[src/rtl/cam_pkg.sv]
// Shared constants and controller state encoding for the CAM match array.
package cam_pkg;

    localparam int CAM_ADDR_WIDTH = 4;
    localparam int CAM_KEY_WIDTH  = 8;

    typedef enum logic {
        ST_IDLE  = 1'b0,
        ST_FLUSH = 1'b1
    } cam_state_t;

endpackage

[src/rtl/cam_entry.sv]
// One CAM entry: stored key, valid bit and the equality compare against the search key.
module cam_entry
    import cam_pkg::*;
#(
    parameter int KEY_WIDTH = CAM_KEY_WIDTH
) (
    input  logic                 clk,
    input  logic                 rst,
    input  logic                 i_set,
    input  logic                 i_clr,
    input  logic [KEY_WIDTH-1:0] i_wr_key,
    input  logic [KEY_WIDTH-1:0] i_search_key,
    output logic                 o_valid,
    output logic                 o_match
);

    logic                 r_valid;
    logic [KEY_WIDTH-1:0] r_key;

    always_ff @(posedge clk or posedge rst) begin
        if (rst) begin
            r_valid <= 1'b0;
        end else if (i_clr) begin
            r_valid <= 1'b0;
        end else if (i_set) begin
            r_valid <= 1'b1;
        end
    end

    // Key storage has no reset: it is never observed while the valid bit is low.
    always_ff @(posedge clk) begin
        if (i_set) begin
            r_key <= i_wr_key;
        end
    end

    assign o_valid = r_valid;
    assign o_match = r_valid && (r_key == i_search_key);

endmodule

[src/rtl/cam_match_array.sv]
// Content-addressable match array: per-entry compare, registered match vector,
// valid-entry counter and a sequential one-entry-per-cycle flush controller.
module cam_match_array
    import cam_pkg::*;
#(
    parameter int ADDR_WIDTH = CAM_ADDR_WIDTH,
    parameter int DEPTH      = (1 << ADDR_WIDTH),
    parameter int KEY_WIDTH  = CAM_KEY_WIDTH
) (
    input  logic                  clk,
    input  logic                  rst,
    input  logic                  wr_valid,
    output logic                  wr_ready,
    input  logic [ADDR_WIDTH-1:0] wr_addr,
    input  logic [KEY_WIDTH-1:0]  wr_key,
    input  logic                  wr_clear,
    input  logic                  flush_req,
    output logic                  flush_busy,
    input  logic                  search_valid,
    input  logic [KEY_WIDTH-1:0]  search_key,
    output logic                  match_valid,
    output logic [DEPTH-1:0]      match_vec,
    output logic [ADDR_WIDTH:0]   entry_count,
    output cam_state_t            o_dbg_state
);

    // Write handshake: a write is taken on a rising edge where wr_valid && wr_ready.
    // wr_ready is low during a flush and in the cycle a flush is requested.

    cam_state_t            r_state;
    cam_state_t            w_next_state;
    logic [ADDR_WIDTH-1:0] r_flush_ptr;
    logic [ADDR_WIDTH:0]   r_count;
    logic                  r_match_valid;
    logic [DEPTH-1:0]      r_match_vec;

    logic                  w_wr_ready;
    logic                  w_flush_busy;
    logic                  w_flush_last;
    logic                  w_in_flush;
    logic                  w_wr_fire;
    logic                  w_inc;
    logic                  w_dec;
    logic [DEPTH-1:0]      w_valid;
    logic [DEPTH-1:0]      w_match;
    logic [DEPTH-1:0]      w_set;
    logic [DEPTH-1:0]      w_clr;

    assign w_flush_last = (r_flush_ptr == ADDR_WIDTH'(DEPTH - 1));
    assign w_in_flush   = (r_state == ST_FLUSH);
    assign w_wr_fire    = wr_valid && w_wr_ready;

    always_ff @(posedge clk or posedge rst) begin
        if (rst) begin
            r_state <= ST_IDLE;
        end else begin
            r_state <= w_next_state;
        end
    end

    always_comb begin
        w_next_state = r_state;
        w_wr_ready   = 1'b0;
        w_flush_busy = 1'b0;
        case (r_state)
            ST_IDLE: begin
                w_wr_ready = !flush_req;
                if (flush_req) begin
                    w_next_state = ST_FLUSH;
                end
            end
            ST_FLUSH: begin
                w_flush_busy = 1'b1;
                if (w_flush_last) begin
                    w_next_state = ST_IDLE;
                end
            end
            default: begin
                w_next_state = ST_IDLE;
            end
        endcase
    end

    always_ff @(posedge clk or posedge rst) begin
        if (rst) begin
            r_flush_ptr <= '0;
        end else if ((r_state == ST_IDLE) && flush_req) begin
            r_flush_ptr <= '0;
        end else if (w_in_flush) begin
            r_flush_ptr <= r_flush_ptr + 1'b1;
        end
    end

    for (genvar gi = 0; gi < DEPTH; gi++) begin : g_entry
        localparam logic [ADDR_WIDTH-1:0] IDX = ADDR_WIDTH'(gi);

        assign w_set[gi] = w_wr_fire && !wr_clear && (wr_addr == IDX);
        assign w_clr[gi] = (w_wr_fire && wr_clear && (wr_addr == IDX))
                         || (w_in_flush && (r_flush_ptr == IDX));

        cam_entry #(
            .KEY_WIDTH (KEY_WIDTH)
        ) u_entry (
            .clk          (clk),
            .rst          (rst),
            .i_set        (w_set[gi]),
            .i_clr        (w_clr[gi]),
            .i_wr_key     (wr_key),
            .i_search_key (search_key),
            .o_valid      (w_valid[gi]),
            .o_match      (w_match[gi])
        );
    end

    // Writes and flush invalidations never coincide, so at most one of these fires.
    assign w_inc = w_wr_fire && !wr_clear && !w_valid[wr_addr];
    assign w_dec = (w_wr_fire && wr_clear && w_valid[wr_addr])
                 || (w_in_flush && w_valid[r_flush_ptr]);

    always_ff @(posedge clk or posedge rst) begin
        if (rst) begin
            r_count <= '0;
        end else if (w_inc) begin
            r_count <= r_count + 1'b1;
        end else if (w_dec) begin
            r_count <= r_count - 1'b1;
        end
    end

    // Compare uses the pre-edge contents, so a same-edge write is not seen.
    always_ff @(posedge clk or posedge rst) begin
        if (rst) begin
            r_match_valid <= 1'b0;
            r_match_vec   <= '0;
        end else if (search_valid) begin
            r_match_valid <= 1'b1;
            r_match_vec   <= w_match;
        end else begin
            r_match_valid <= 1'b0;
            r_match_vec   <= '0;
        end
    end

    assign wr_ready    = w_wr_ready;
    assign flush_busy  = w_flush_busy;
    assign match_valid = r_match_valid;
    assign match_vec   = r_match_vec;
    assign entry_count = r_count;
    assign o_dbg_state = r_state;

endmodule
[config.mk]
export PLATFORM = sky130hd
export DESIGN_NAME = cam_match_array
export DESIGN_NICKNAME = d
export VERILOG_FILES = /design/src/rtl/cam_pkg.sv /design/src/rtl/cam_entry.sv /design/src/rtl/cam_match_array.sv
export SDC_FILE = /design/constraint.sdc
export NUM_CORES = 1
export LEC_CHECK = 0
export ABC_AREA = 1
export CORE_ASPECT_RATIO = 1.75
export CORE_MARGIN = 3
export CORE_UTILIZATION = 35
export DETAILED_ROUTE_END_ITERATION = 12
export SLEW_MARGIN = 40
export SYNTH_ARGS = -nofsm -noshare
export SYNTH_HDL_FRONTEND = slang
export SYNTH_HIERARCHICAL = 1
export SYNTH_SLANG_ARGS = --single-unit
export TNS_END_PERCENT = 100
[constraint.sdc]
create_clock -name clk -period 1.9 [get_ports clk]
set_input_delay 0.19 -clock clk [delete_from_list [all_inputs] [get_ports clk]]
set_output_delay 0.19 -clock clk [all_outputs]
set_load 0.005 [all_outputs]
# Word level (Yosys, flattened, before mapping)
# Index checks and enable logic that the tools add are counted.
# word_totals
out_inout_bits	25
input_bits	26
latchBits	0
mem_count	0
ramBits	0
rom_bits	0
reg_bits	171
elab_cells	247
# classes
bitwise	1
reduce_logical	111
shift	0
order_cmp	2
eq_ne	46
mux	47
add_sub_neg	3
n_div	0
mul	0
# op_table
op	n
$eq A8 B8 Y1	16
$logic_and A1 B1 Y1	71
$eq A4 B4 Y1 const B	16
$mux W1	39
$reduce_bool A2 Y1	18
$eq A4 B3 Y1 const B	8
$logic_or A1 B1 Y1	17
$eq A4 B2 Y1 const B	4
$mux W16	1
$lt A4 B5 Y1 const B	2
$mux W5	2
$bmux W1 S4	2
$eq A4 B1 Y1 const B	2
$logic_not A4 Y1	2
$mux W4	2
$add A5 B1 Y5 const B	1
$sub A5 B1 Y5 const B	1
$add A4 B1 Y4 const B	1
$logic_not A1 Y1	3
$pmux W1 S2	1
$not A1 Y1	1

# Depth between registers and ports, before layout
# logic_depth
word_depth	8
mapped_depth	20
mapped_depth_nobuf	20

# Cells and area by module
# Netlist, hierarchy kept.
# modules_own_cells
module	cells_each	area_each_um2	instances	seq_area_each_um2
cam_entry	47	426.7	16	265.3
cam_match_array	286	1914.3	1	675.6

# Worst setup path after synthesis
# OpenSTA, ideal clock, no wires.
# synth_timing
path_type	reg2reg
start	register r_state (netlist: o_dbg_state)
end	register r_count[4] (netlist: entry_count[4])
period_less_slack_ns	2.077
path_slack_ns	-0.177
required_ns	1.783
setup_ns	0.117
arrival_time_ns	1.961
path_buffers	0
path_stages_with_launch	15
path_cell_list	dfrtp_1 > nor2_2 > inv_1 > nor3_2 > nand2_4 > ha_1 > a21o_1 > a31oi_1 > inv_1 > nand2_1 > nand2_1 > inv_2 > nand2_1 > nand2_1 > nand2_1
# synth_between
elab_chain_cells	6
word_cells_on_any_way	10
classes_between	mux (2); reduce/logical (8)
# synth_lines
element	line	source
start: declaration	cam_match_array.sv:30	cam_state_t r_state;
start signal: assignment	cam_match_array.sv:57	r_state <= w_next_state;
$mux W1 (*)	cam_match_array.sv:65	case (r_state)
via wr_ready	cam_match_array.sv:13	output logic wr_ready,
$logic_and A1 B1 Y1 (*)	cam_match_array.sv:51	assign w_wr_fire = wr_valid && w_wr_ready;
$logic_and A1 B1 Y1 (2 in a row)	cam_match_array.sv:117	assign w_dec = (w_wr_fire && wr_clear && w_valid[wr_addr])
$logic_or A1 B1 Y1	cam_match_array.sv:118	|| (w_in_flush && w_valid[r_flush_ptr]);
$reduce_bool A2 Y1 (no source line)	n/a	
end signal: assignment	cam_match_array.sv:124	r_count <= r_count + 1'b1;
end signal: assignment	cam_match_array.sv:126	r_count <= r_count - 1'b1;
end: declaration	cam_match_array.sv:33	logic [ADDR_WIDTH:0] r_count;
# Mark *: on every way through the listed nets, which the timed path passes. The rest lies on a longest branch.
# A chain may end at the register's enable or synchronous reset.

# Worst setup path in the final report
# layout_timing
start	register g_entry[14].u_entry.r_valid
end	register r_count[4] (netlist: entry_count[4])
# layout_between
elab_chain_cells	5
word_cells_on_any_way	11
classes_between	mux (5); reduce/logical (6)
# layout_lines
element	line	source
start: declaration	cam_entry.sv:17	logic r_valid;
start signal: assignment	cam_entry.sv:22	r_valid <= 1'b0;
start signal: assignment	cam_entry.sv:24	r_valid <= 1'b0;
start signal: assignment	cam_entry.sv:26	r_valid <= 1'b1;
$bmux W1 S4 (on tied branches)	cam_match_array.sv:116, cam_match_array.sv:117, cam_match_array.sv:118	
$mux W1 (on tied branches)	cam_match_array.sv:116, cam_match_array.sv:117, cam_match_array.sv:118	
$logic_not A1 Y1, or another cell as far along	cam_match_array.sv:116	assign w_inc = w_wr_fire && !wr_clear && !w_valid[wr_addr];
$logic_and A1 B1 Y1 or $logic_or A1 B1 Y1 (tied branches)	cam_match_array.sv:116, cam_match_array.sv:118	
$mux W5 or $reduce_bool A2 Y1 (tied branches)	n/a	
# Parallel ways exist; a longest one is shown, timed or not. The select of a mux whose other input is x is not followed.

==> out/summary.md <==
Measured in cells, the most critical reg-to-reg path has a length of 18. For the headroom to the max-slew limit, the log shows 77.3%. STA classifies the critical path startpoint as a flop. The logs give 0 for the max-cap check violation count and 51 for the total I/O pin count.

Prior to clock tree synthesis, the placed netlist has a worst setup slack of -0.568 ns. STA classifies the critical path endpoint as a flop. The run gives 1038 as the post-synthesis cell count. Entering global routing, the biggest net connects 33 pins. The average detailed-routed wire length per instance works out to 14.6 microns.

The tools report the count of final hold-check violations as 0. The tools report the H-tree depth as 4. The Yosys step of the flow raised 6 warnings.

TritonCTS built the clock tree. After detailed routing, the number of remaining DRC violations is 0. Measured along the x axis, the die boundary spans 125 microns. For this run the aggregate overflow at the end of global routing stands at 0. Global routing used 16.9% of the available tracks across all layers. Setup violations remaining at the end of the flow were counted as 2.

The setup check on the worst reg-to-reg path leaves a slack of -0.15 ns. In the post-synthesis netlist, the biggest area contributors are sky130_fd_sc_hd__edfxtp_1, sky130_fd_sc_hd__nand2_1, sky130_fd_sc_hd__dfrtp_1. After routing, the total negative slack on setup checks comes to -0.249 ns.

The start-to-end type of the worst setup path was flop to flop. The run gives 0.902 as the weighted congestion reported at the end of routability-driven placement. The first detailed-routing pass took 5 iterations. Setup repair after global routing could not meet its margin everywhere. The largest buffer count on any clock path was 2; the power per cell area was 940 nW/um^2. The end of the worst register-to-register path was entry_count[4]. The fraction of synthesis flops using an asynchronous set or reset pin came out at 25.1%.

Clock latency on the worst-skew pair, taken at its later pin, is 0.44 ns. In this run the worst hold path is classified as input port to asynchronous set/reset pin. Sequential cells were found to cover 56.3% of the synthesized design area. The number of antenna diodes in the final layout is 0. The final critical path takes up 108% of the cycle.

Counting the fill cells in the layout gives 2290. In this run, placement finished with an instance count of 1470. Of all nets on the critical path, the largest fanout is 5. For this block, the routed nets add up to 22000 microns of wire. After synthesis the cells add up to 8740 sq um. The worst clock skew came out at 0.00622 ns. The number of global-route vias before repair came out at 6734.

The mean number of vias per cell came out at 4.50. In the final layout, the multi-input gates occupy 2990 sq um. Once detail routing completed, the nets flagged for antenna violations numbered 0. Of all cell types, the one taking the most synthesized area is sky130_fd_sc_hd__edfxtp_1.

From synthesis to final layout, the design area changed by 26.3%. At the pin with the least slew margin, the transition time is 0.340 ns. The flow ran to the end, but the final reports show violations. Source of the worst register-to-register timing path: g_entry[14].u_entry/o_valid. The count of hold-fix buffers inserted at cts was 0; the endpoint arrival time on the critical path was 2.38 ns.

The die covers 27000 sq um. The tools report the max-slew violation count as 0. Clock-pin slew was measured on the worst setup and hold paths at 0.07 ns. The flip-flop and latch area was 4920 sq um; the half-perimeter wire length after placement was 15300 microns. The run gives 1504 as the number of standard cells in the layout, taps in and fillers out. For this block, the initial DRC count from the detailed router was 370. In this run the tool buffered the top-level ports with 50 buffer cells. The first global-routing pass estimated 34900 microns of wire. Across all layers, the routed design uses 6767 vias. The register bit count reported by yosys works out to 171.

The per-instance average area after synthesis came out at 8.42 sq um. After floorplanning, the core was sized to cover 24300 sq um. The number of nets in the synthesized netlist is 1072. Static leakage power: 5.35 nW.

The final reports fail on negative setup slack. The clock period minus worst slack is 2.05 ns. The run gives -0.153 ns as the worst-case setup margin in the final layout. STA puts the critical path data required time at 2.23 ns. For the highest clock frequency the design can meet, the log shows 487 MHz.

The post-route netlist has 15.9% of its cells at a drive strength greater than 1. The count of cell types in the netlist was 34; the starting utilization of the core area was 36.0%. Once layout is complete, the utilization of the core stands at 45.4%.

The area share of the largest cell type after synthesis is 44.0%, and the number of antenna violations at the first check in global routing is 0. The number of cell rows was 75. For the maximum VDD drop, the log shows 0.779 mV. Clock tree root buffer cell: sky130_fd_sc_hd__clkbuf_16. The tightest hold path in the finished design has a slack of 0.202 ns.

In this run, CTS created clock tree buffers numbering 17. Number of clock sinks: 171. The die is 215 microns tall. The net count of the finished layout came out at 1217. For this run, the leading register cell type out of synthesis is sky130_fd_sc_hd__edfxtp_1. In this run, synthesis inferred 128 flip-flops with an integrated enable.
## layout by cell type, fill, tap and decap left out, drive strengths merged
| master | instances |
|---|---|
| nand2 | 347 |
| inv | 226 |
| nor2 | 149 |
| edfxtp | 128 |
| buf | 86 |
| clkdlybuf4s50 | 49 |
| dfrtp | 43 |
| nand3 | 38 |
| xnor2 | 33 |
| clkbuf | 20 |
| o22ai | 17 |
| o21a | 16 |
| o21ai | 16 |
| ha | 7 |
| bufinv | 4 |
| clkinv | 3 |
| xor2 | 2 |
| clkinvlp | 2 |
| a31oi | 2 |
| nand4 | 1 |
| o211ai | 1 |
| nor3 | 1 |
| o21bai | 1 |
| a21oi | 1 |
| a21o | 1 |
| fa | 1 |
| dlygate4sd2 | 1 |
## per-stage QoR
step / cell area, sq um / power, mW
3_5_place_dp: 10300 / 6.55
6_report: 11000 / 10.4
4_1_cts: 11000 / 10.4
2_1_floorplan: 8770 / 5.63
5_1_grt: 11000 / 10.9
3_3_place_gp: 10300 / 6.51
## what timing repair did
| action | in CTS | in global routing |
|---|---|---|
| setup endpoints to repair | 3 | 4 |
| pin swaps | 5 | 0 |
| resized for setup | 3 | 6 |
| buffers inserted | 2 | 0 |
## per-layer routing
layer | share of wire, % | global-route usage, %
met2 | 54 | 31.7
met1 | 39 | 17.9
met3 | 2.7 | 3.30
met5 | 0 | 0
met4 | 3.9 | 7.92
## cells by family after synthesis
kind of cell / share of synthesized area [%]
XOR/XNOR: 3.51
buffers and inverters: 10.3
AND/OR/NAND/NOR: 24.6
flip-flops: 56.3
adder cells (fa/ha/maj): 1.23
AO/OA/AOI/OAI: 4.05
## worst max-delay path, cell delays in order, from the launching register on
cell and delay, ns:
sky130_fd_sc_hd__dfrtp_1 0.42, sky130_fd_sc_hd__nand2_1 0.08, sky130_fd_sc_hd__nand2_1 0.05, sky130_fd_sc_hd__nand2_1 0.05
sky130_fd_sc_hd__nand2_1 0.05, sky130_fd_sc_hd__nand2_1 0.07, sky130_fd_sc_hd__nand2_2 0.07, sky130_fd_sc_hd__nor2_4 0.16
sky130_fd_sc_hd__nand2_4 0.10, sky130_fd_sc_hd__ha_4 0.24, sky130_fd_sc_hd__a21o_1 0.16, sky130_fd_sc_hd__a31oi_2 0.15
sky130_fd_sc_hd__inv_1 0.05, sky130_fd_sc_hd__nand2_1 0.06, sky130_fd_sc_hd__nand2_1 0.05, sky130_fd_sc_hd__inv_2 0.05
sky130_fd_sc_hd__nand2_1 0.04, sky130_fd_sc_hd__nand2_1 0.05, sky130_fd_sc_hd__nand2_1 0.04
## power by group
part / leakage [nW] / switching, mW / total, mW / internal [mW]
logic: 3.32 / 1.29 / 2.23 / 0.943
registers: 1.73 / 0.196 / 4.37 / 4.17
clock network: 0.307 / 1.49 / 3.78 / 2.29
## synthesized netlist by cell type (2+ instances only)
library cell and instances:
sky130_fd_sc_hd__a31oi_1 2, sky130_fd_sc_hd__buf_4 2, sky130_fd_sc_hd__clkbuf_1 5, sky130_fd_sc_hd__dfrtp_1 43, sky130_fd_sc_hd__edfxtp_1 128, sky130_fd_sc_hd__ha_1 7, sky130_fd_sc_hd__inv_1 186, sky130_fd_sc_hd__inv_2 36
sky130_fd_sc_hd__nand2_1 342, sky130_fd_sc_hd__nand2_2 4, sky130_fd_sc_hd__nand3_1 37, sky130_fd_sc_hd__nor2_1 131, sky130_fd_sc_hd__nor2_2 17, sky130_fd_sc_hd__o21a_1 16, sky130_fd_sc_hd__o21ai_0 5, sky130_fd_sc_hd__o21ai_1 10
sky130_fd_sc_hd__o22ai_1 17, sky130_fd_sc_hd__xnor2_1 33, sky130_fd_sc_hd__xor2_1 2
## layout make-up
class / instances / share of cell area (%)
Timing Repair Buffer: 136 / 11.4
Clock buffer: 20 / 4.14
Sequential cell: 171 / 44.6
Clock inverter: 12 / 1.68
Inverter: 223 / 7.60
Multi-Input combinational cell: 634 / 27.1
Tap cell: 308 / 3.49
## how the worst max path moves through the flow
stage	startpoint	to	slack, ns	cells past startpoint
6_report	g_entry[14].u_entry/o_valid	entry_count[4]	-0.15	18
5_1_grt	g_entry[10].u_entry/o_valid	entry_count[4]	-0.36	18
4_1_cts	g_entry[11].u_entry/o_valid	entry_count[4]	-0.16	18
3_5_place_dp	wr_addr[0]	entry_count[4]	-0.57	20
3_3_place_gp	wr_addr[0]	entry_count[4]	-0.54	20
2_1_floorplan	o_dbg_state	g_entry[15].u_entry/r_key[0]	-0.12	6
## state kept, by name (all words and copies together), names as in the netlist
signal,count
o_dbg_state,1
g_entry.u_entry/r_key,128
r_flush_ptr,4
match_vec,16
entry_count,5
g_entry.u_entry/o_valid,16
match_valid,1
(Power assumes the default switching activity.)
